--- config.mk ---
export PLATFORM = sky130hd
export DESIGN_NAME = traffic_light_monitor
export DESIGN_NICKNAME = d
export VERILOG_FILES = /design/src/rtl/traffic_light_pkg.sv /design/src/rtl/street_checker.sv /design/src/rtl/traffic_light_monitor.sv
export SDC_FILE = /design/constraint.sdc
export NUM_CORES = 1
export LEC_CHECK = 0
export ABC_CLOCK_PERIOD_IN_PS = 5500
export CAP_MARGIN = 5
export CORE_UTILIZATION = 30
export DETAILED_ROUTE_END_ITERATION = 12
export DONT_BUFFER_PORTS = 1
export MAX_ROUTING_LAYER = met4
export PLACE_DENSITY = 0.4
export SLEW_MARGIN = 10
export SYNTH_ARGS = -nofsm -noshare
export SYNTH_HDL_FRONTEND = slang
export SYNTH_SLANG_ARGS = --single-unit
--- constraint.sdc ---
create_clock -name clk -period 5.5 [get_ports clk]
set_input_delay 1.1 -clock clk [delete_from_list [all_inputs] [get_ports clk]]
set_output_delay 1.1 -clock clk [all_outputs]
set_load 0.005 [all_outputs]
--- src/rtl/traffic_light_pkg.sv ---
// rtl/traffic_light_pkg.sv - light code constants and transition helpers for the monitor
package traffic_light_pkg;

  localparam logic [2:0] LIGHT_RED    = 3'b100;
  localparam logic [2:0] LIGHT_YELLOW = 3'b010;
  localparam logic [2:0] LIGHT_GREEN  = 3'b001;

  typedef struct packed {
    logic conflict;
    logic code;
    logic order;
    logic timing;
  } err_flags_t;

  function automatic logic is_onehot3(input logic [2:0] code);
    return (code == LIGHT_RED) || (code == LIGHT_YELLOW) || (code == LIGHT_GREEN);
  endfunction

  function automatic logic legal_next(input logic [2:0] prev, input logic [2:0] cur);
    return ((prev == LIGHT_GREEN)  && (cur == LIGHT_YELLOW)) ||
           ((prev == LIGHT_YELLOW) && (cur == LIGHT_RED))    ||
           ((prev == LIGHT_RED)    && (cur == LIGHT_GREEN));
  endfunction

endpackage

--- src/rtl/street_checker.sv ---
// rtl/street_checker.sv - per-street code history, dwell counter and violation pulses
module street_checker
  import traffic_light_pkg::*;
#(
  parameter int CNT_W      = 8,
  parameter int GREEN_MIN  = 4,
  parameter int YELLOW_MIN = 2,
  parameter int YELLOW_MAX = 3
) (
  input  logic             clk_i,
  input  logic             rst_i,
  input  logic [2:0]       code_i,
  output logic [CNT_W-1:0] dwell_o,
  output logic             onehot_o,
  output logic             code_err_o,
  output logic             order_err_o,
  output logic             timing_err_o,
  output logic             r2g_o
);

  localparam logic [CNT_W-1:0] DWELL_MAX = '1;
  localparam logic [CNT_W-1:0] G_MIN     = CNT_W'(GREEN_MIN);
  localparam logic [CNT_W-1:0] Y_MIN     = CNT_W'(YELLOW_MIN);
  localparam logic [CNT_W-1:0] Y_MAX     = CNT_W'(YELLOW_MAX);

  logic [2:0]       prev_code_q, prev_code_d;
  logic             prev_valid_q, prev_valid_d;
  logic             seen_green_q, seen_green_d;
  logic [CNT_W-1:0] dwell_q, dwell_d;

  logic onehot, changed, checked;

  always_ff @(posedge clk_i or posedge rst_i) begin
    if (rst_i) begin
      prev_code_q  <= '0;
      prev_valid_q <= 1'b0;
      seen_green_q <= 1'b0;
      dwell_q      <= '0;
    end else begin
      prev_code_q  <= prev_code_d;
      prev_valid_q <= prev_valid_d;
      seen_green_q <= seen_green_d;
      dwell_q      <= dwell_d;
    end
  end

  always_comb begin
    onehot       = is_onehot3(code_i);
    changed      = (code_i != prev_code_q);
    // Transitions are judged only between two valid codes; invalid codes break the chain.
    checked      = onehot && prev_valid_q;
    prev_code_d  = code_i;
    prev_valid_d = onehot;
    seen_green_d = seen_green_q | (onehot && (code_i == LIGHT_GREEN));
    if (changed || !prev_valid_q) begin
      dwell_d = CNT_W'(1);
    end else if (dwell_q == DWELL_MAX) begin
      dwell_d = dwell_q;
    end else begin
      dwell_d = dwell_q + CNT_W'(1);
    end
  end

  always_comb begin
    code_err_o   = !onehot;
    order_err_o  = checked && changed && !legal_next(prev_code_q, code_i);
    timing_err_o = checked && (
                     (changed && (prev_code_q == LIGHT_GREEN) && (code_i == LIGHT_YELLOW) && (dwell_q < G_MIN)) ||
                     (changed && (prev_code_q == LIGHT_YELLOW) && (code_i == LIGHT_RED) && (dwell_q < Y_MIN)) ||
                     ((prev_code_q == LIGHT_YELLOW) && (dwell_q > Y_MAX)));
    // The green that follows reset is the start of the first cycle, not the end of one.
    r2g_o        = checked && changed && (prev_code_q == LIGHT_RED) &&
                   (code_i == LIGHT_GREEN) && seen_green_q;
    onehot_o     = onehot;
    dwell_o      = dwell_q;
  end

endmodule

--- src/rtl/traffic_light_monitor.sv ---
// rtl/traffic_light_monitor.sv - passive checker of a two-street light controller
module traffic_light_monitor
  import traffic_light_pkg::*;
#(
  parameter int CNT_W      = 8,
  parameter int GREEN_MIN  = 4,
  parameter int YELLOW_MIN = 2,
  parameter int YELLOW_MAX = 3,
  parameter int CYC_W      = 16
) (
  input  logic             clk,
  input  logic             rst,
  input  logic [2:0]       street_a,
  input  logic [2:0]       street_b,
  input  logic             clr_err,
  output logic             err_conflict,
  output logic             err_code,
  output logic             err_order,
  output logic             err_timing,
  output logic             err_any,
  output logic [CNT_W-1:0] dwell_a,
  output logic [CNT_W-1:0] dwell_b,
  output logic [CYC_W-1:0] cycles_done
);

  logic onehot_a, onehot_b;
  logic code_err_a, code_err_b;
  logic order_err_a, order_err_b;
  logic timing_err_a, timing_err_b;
  logic r2g_a;

  err_flags_t       err_q, err_d, err_now;
  logic             err_any_q, err_any_d;
  logic [CYC_W-1:0] cycles_q, cycles_d;

  street_checker #(
    .CNT_W(CNT_W), .GREEN_MIN(GREEN_MIN), .YELLOW_MIN(YELLOW_MIN), .YELLOW_MAX(YELLOW_MAX)
  ) u_street_a (
    .clk_i(clk), .rst_i(rst), .code_i(street_a), .dwell_o(dwell_a), .onehot_o(onehot_a),
    .code_err_o(code_err_a), .order_err_o(order_err_a), .timing_err_o(timing_err_a),
    .r2g_o(r2g_a)
  );

  street_checker #(
    .CNT_W(CNT_W), .GREEN_MIN(GREEN_MIN), .YELLOW_MIN(YELLOW_MIN), .YELLOW_MAX(YELLOW_MAX)
  ) u_street_b (
    .clk_i(clk), .rst_i(rst), .code_i(street_b), .dwell_o(dwell_b), .onehot_o(onehot_b),
    .code_err_o(code_err_b), .order_err_o(order_err_b), .timing_err_o(timing_err_b),
    .r2g_o()
  );

  always_ff @(posedge clk or posedge rst) begin
    if (rst) begin
      err_q     <= '0;
      err_any_q <= 1'b0;
      cycles_q  <= '0;
    end else begin
      err_q     <= err_d;
      err_any_q <= err_any_d;
      cycles_q  <= cycles_d;
    end
  end

  always_comb begin
    err_now.conflict = onehot_a && onehot_b &&
                       (street_a != LIGHT_RED) && (street_b != LIGHT_RED);
    err_now.code     = code_err_a | code_err_b;
    err_now.order    = order_err_a | order_err_b;
    err_now.timing   = timing_err_a | timing_err_b;
    // A fresh violation outranks a clear issued in the same cycle.
    err_d     = (clr_err ? '0 : err_q) | err_now;
    err_any_d = |err_d;
    cycles_d  = cycles_q + (r2g_a ? CYC_W'(1) : CYC_W'(0));
  end

  assign err_conflict = err_q.conflict;
  assign err_code     = err_q.code;
  assign err_order    = err_q.order;
  assign err_timing   = err_q.timing;
  assign err_any      = err_any_q;
  assign cycles_done  = cycles_q;

endmodule

* Yosys cells after proc, flatten, opt, wreduce, memory -nomap -nowiden
Index checks and enable logic that the tools add are counted.
** Cells by class
- Muxes and demuxes :: 6
- Equality and inequality tests :: 20
- Add/subtract/negate cells :: 3
- $lt $le $gt $ge :: 6
- Bitwise logic cells :: 5
- Reduce and logical (&&, ||, !) cells :: 56
** Operator list (count)
- logical AND 1 bit :: 35
- two-way mux 8 bit :: 4
- adder 16 x 1 -> 16 bit :: 1
- adder 8 x 1 -> 8 bit, second input constant :: 2
- == test 8 bit, second input constant :: 2
- > comparator 8 x 2 -> 1 bit, second input constant :: 2
- less-than comparator 8 x 2 -> 1 bit, second input constant :: 2
- less-than comparator 8 x 3 -> 1 bit, second input constant :: 2
- logical OR 1 bit :: 14
- == test 3 x 1 -> 1 bit, second input constant :: 4
- == test 3 x 2 -> 1 bit, second input constant :: 4
- == test 3 bit, second input constant :: 4
- zero test 1 bit :: 6
- != test 3 bit :: 2
- != test 3 bit, second input constant :: 2
- two-way mux 4 bit :: 1
- != test 2 x 1 -> 1 bit, second input constant :: 2
- bitwise OR 1 bit :: 4
- bitwise OR 4 bit :: 1
- OR reduction 4 bit :: 1
- two-way mux 1 bit :: 1
** Word-level totals
- Logic and storage cells :: 109
- Output and inout bits :: 37
- Input bits :: 9
- Bits in registers :: 46

* Logic depth before layout (Yosys ltp)
- Depth after elaboration :: 10
- Depth in mapped cells :: 10
- Depth with buffers taken out :: 10

* Modules after synthesis
From an unflattened synthesis, not the netlist that was laid out.
** Unflattened totals
- Cells, all modules :: 219
- Area, all modules :: 2366.0 um^2
** Modules (own cells, without submodules)
- traffic_light_monitor :: seq. area each 525.5 um^2, instances 1, area each 955.9 um^2, cells an instance 80
- street_checker at u_street_b :: seq. area each 325.3 um^2, instances 1, area each 705.7 um^2, cells an instance 71
- street_checker at u_street_a :: seq. area each 325.3 um^2, instances 1, area each 704.4 um^2, cells an instance 68

* Worst setup path before layout
No wires, ideal clock.
- Kind :: input-to-reg
- Start point :: in street_a[1]
- End point :: reg cycles_q[14] (netlist: cycles_done[14])
- Stages on the path :: 10
- Data arrival time :: 2.961 ns
- Library setup time :: 0.123 ns
- Buffers on the path :: 0
- Required time :: 5.377 ns
- Setup slack :: 2.415 ns
- Cell sequence :: or3b_4 > o21ai_2 > and3b_2 > and4_1 > ha_1 > ha_1 > and3_1 > nor2b_1 > nand4_1 > xnor2_1
** On the way
- Longest elaborated chain between the ends :: 10
- Elaborated cells between the ends (all ways) :: 13
- Classes of those cells :: 1 x add/sub; 4 x eq/ne; 1 x mux; 7 x reduce/logical
** Ends and longest elaborated chain
- start, declared :: line traffic_light_monitor.sv:13 : input logic [2:0] street_a,
- == test 3 bit or == test 3 x 2 -> 1 bit (tied branches) :: line traffic_light_pkg.sv:16 : return (code == LIGHT_RED) || (code == LIGHT_YELLOW) || (code == LIGHT_GREEN);
- logical OR 1 bit :: line traffic_light_pkg.sv:16
- logical OR 1 bit * :: line traffic_light_pkg.sv:16
- named net onehot_a :: line traffic_light_monitor.sv:26 : logic onehot_a, onehot_b;
- logical AND 1 bit * :: line street_checker.sv:51 : checked = onehot && prev_valid_q;
- logical AND 1 bit * (3 in a row) :: line street_checker.sv:72 : r2g_o = checked && changed && (prev_code_q == LIGHT_RED) &&
- logical AND 1 bit * :: line street_checker.sv:73 : (code_i == LIGHT_GREEN) && seen_green_q;
- two-way mux 1 bit * :: line traffic_light_monitor.sv:73 : cycles_d = cycles_q + (r2g_a ? CYC_W'(1) : CYC_W'(0));
- adder 16 x 1 -> 16 bit * :: line traffic_light_monitor.sv:73
- named net cycles_d[14] :: line traffic_light_monitor.sv:34 : logic [CYC_W-1:0] cycles_q, cycles_d;
- end signal, assigned :: line traffic_light_monitor.sv:60 : cycles_q <= cycles_d;
- end, declared :: line traffic_light_monitor.sv:34
The timed path passes the listed nets; every way through them passes the cells marked *.
A chain may end at the register's enable or synchronous reset.

* Final worst setup path
Ends and elaborated chain as after synthesis.

==> qor.txt <==
run status = complete, no violations
post-route clock period utilization = 0.550
maxcap violations = 0
worst-case setup margin in the final layout = 2.48 ns
mean area per synthesized cell = 10.9 um^2
number of sinks driven by the clock tree = 46
Antenna Violating Nets Remaining = 0
fraction of synthesized cell area taken by the top area cell type = 0.511
buffers inserted by post-CTS timing repair = 0
proportion of register bits with asynchronous set or reset after synthesis = 1.00
die width = 88.6 um
most instantiated library cell after synthesis = sky130_fd_sc_hd__dfrtp_1
first-pass iteration count of the detailed router = 4
clock tree from TritonCTS = built
DRC violation count after routing = 0
final number of max-transition violations = 0
Resize count post-CTS = 0
H-tree depth = 2
cell type with the highest aggregate area in the netlist = sky130_fd_sc_hd__dfrtp_1
via count of the first global-routing pass = 1604
total number of nets in the final design = 225
Inserted Diodes = 0
violation count after the first detailed-routing iteration = 37
Worst Tran Pin Value = 1.00 ns
wire length of the first global-routing pass = 7650 um
startpoint type of the worst setup path = input pin
static leakage = 1.05 nW
setup repair after global routing missed its margin = no
average via count per standard cell = 5.04
initial core utilization = 0.310
buffer cell driving the clock tree root = sky130_fd_sc_hd__clkbuf_8
top post-synthesis cells by area = sky130_fd_sc_hd__dfrtp_1 51%, sky130_fd_sc_hd__xor2_1 6.2%, sky130_fd_sc_hd__xnor2_1 5.4%
top achievable clock speed = 331 MHz
area taken by flip-flops and latches = 1150 um^2
number of buffers added to fix hold violations after cts = 0
Via Count = 1571
fin crit period = 3.02 ns
Setup Viol. Count Final = 0
Die Y = 88.6 um
antenna violations before repair = 0
largest delay contributor family on the critical path = simple AND/OR/NAND/NOR gates
number of buffers and inverters on the critical path = 0
number of buffer cells added on primary ports = 0
power consumption = 649 uW
total half-perimeter wirelength after legalization and detailed placement = 3380 um
number of flip-flops and latches in the synthesized netlist = 46
post-synthesis net count = 220
overall overflow remaining after global route = 0
prevailing post-synth register cell = sky130_fd_sc_hd__dfrtp_1
top-level port count = 46
Post-Route WL = 4690 um
placeable core area = 7250 um^2
maximum vdd drop = 0.000103 V
final hold viol count = 0
Hold/Removal Path Class = flip-flop to flip-flop
Crit Path Category = input pin to flip-flop
data arrival time at the worst-slack endpoint = 3.21 ns
total power per unit cell area = 263 nW/um^2
aggregate global-route resource usage = 0.132
fillers = 745
part of the Yosys area used for sequential elements = 0.511
most instantiated cells after synthesis = 46 x sky130_fd_sc_hd__dfrtp_1, 19 x sky130_fd_sc_hd__nor2_1, 17 x sky130_fd_sc_hd__nand2_1, 16 x sky130_fd_sc_hd__xor2_1, 14 x sky130_fd_sc_hd__xnor2_1
fraction of final layout cells sized beyond drive strength 1 = 0.0892
area of placed instances = 2360 um^2
cell area after synthesis = 2250 um^2
gate count after technology mapping = 207
CP max stage cell = sky130_fd_sc_hd__or3b_4
growth of design area from synthesis to finish = 9.67%
largest fanout on the critical path = 7
final sum of negative setup slack = 0 ns
clock slew seen by the registers of the worst setup and hold paths = 0.09 ns
count of cell types in the netlist = 48
crit path capture type = flip-flop
Clock Skew = 0.00553 ns
slew margin rel. = 0.332
worst hold margin = 0.467 ns
area of the die = 7850 um^2
area used by multi-input combinational logic = 1070 um^2
worst slack after detailed placement = 2.14 ns
ordered cell list for the critical path = or3b_4 -> o21ai_2 -> and3b_2 -> and4_1 -> ha_1 -> ha_1 -> and3_1 -> nor2b_1 -> nand4_1 -> xnor2_1
EDFF count, synth = 0
WL/cell = 15.0 um
worst path required time = 5.69 ns
largest net degree at the start of global routing = 47
Max Root-Sink Buffers = 2
critical path's most frequent cell = sky130_fd_sc_hd__ha_1
number of standard-cell rows in the floorplan = 31
yosys synthesis warning count = 0
Skew-Pair Late Insertion Delay = 0.30 ns
delay contributed by the slowest stage of the critical path = 0.39 ns
weighted congestion reported at the end of routability-driven placement = 0.809
total CTS buffers = 5
Post-Layout Inst Area = 2470 um^2
## metrics by stage
step	instances	utilization
finish	312	0.340
global route	312	0.340
CTS	312	0.340
detailed placement	304	0.325
global placement	304	0.325
floorplan	207	-
## cells by family (layout without fill, tap and decap cells)
family          Yosys count  in the layout  synth area share
compound gates           24             24            0.0778
fa+ha+maj                 4              4            0.0222
mux                       2              2           0.00889
simple gates             95             95             0.249
buf+inv                   6             12            0.0139
flops                    46             46             0.511
xor+xnor                 30             30             0.117
## cells in the final DEF (no fill, tap or decap), drive strengths merged, types with 4 or more instances in the layout
| master | n |
|---|---|
| nand2 | 17 |
| nand3 | 10 |
| and3 | 6 |
| inv | 4 |
| nand4 | 10 |
| clkbuf | 6 |
| dfrtp | 46 |
| xor2 | 16 |
| nand2b | 4 |
| xnor2 | 14 |
| o21ai | 6 |
| nor2 | 19 |
| nor3b | 4 |
| ha | 4 |
## layer usage
layer,track usage,part of all wire,up-vias
li1,-,-,752
met3,0.0420,0.058,5
met5,-,0,-
met2,0.213,0.50,43
met1,0.156,0.44,771
met4,0.0396,0.011,0
## report_power, final
part	total [mW]	switching, mW	internal, mW
Combinational	0.0386	0.0232	0.0153
Clock	0.254	0.118	0.136
Sequential	0.357	0.0102	0.347
## worst paths after layout
check / start / end / slack (ns) / cells past startpoint
max: street_a[1] / cycles_done[14]$_DFF_PP0_ / 2.48 / 10
min: u_street_a.seen_green_q$_DFF_PP0_ / u_street_a.seen_green_q$_DFF_PP0_ / 0.47 / 1
max reg2reg: u_street_a.prev_code_q[0]$_DFF_PP0_ / cycles_done[14]$_DFF_PP0_ / 3.02 / 10
min reg2reg: u_street_a.seen_green_q$_DFF_PP0_ / u_street_a.seen_green_q$_DFF_PP0_ / 0.47 / 1
max in group asynchronous: rst / u_street_a.seen_green_q$_DFF_PP0_ / 3.97 / 1
min in group asynchronous: rst / cycles_done[9]$_DFF_PP0_ / 0.90 / 1
## flip-flops by register name (all words and copies together), names as in the netlist
signal and cells:
cycles_done 16, err_timing 1, u_street_a.seen_green_q 1, u_street_b.dwell_o 8, u_street_a.dwell_o 8, u_street_b.prev_valid_q 1, err_code 1, u_street_b.prev_code_q 3
u_street_a.prev_valid_q 1, u_street_a.prev_code_q 3, err_any 1, err_conflict 1, err_order 1
## area by class of cell
| cell class | instances | area share |
|---|---|---|
| Multi-Input combinational cell | 155 | 0.433 |
| Sequential cell | 46 | 0.466 |
| Clock buffer | 6 | 0.0294 |
| Inverter | 4 | 0.00608 |
| Tap cell | 99 | 0.0502 |
| Clock inverter | 2 | 0.0152 |
## worst reg2reg max path, delay by kind of cell (launching register included)
family | cells | cell delay (ns)
xor gates and xnor gates | 2 | 0.36
adders and majority gates | 2 | 0.47
DFF | 1 | 0.42
and+or+nand+nor | 6 | 1.13
Power figures use the tool's default switching activity.
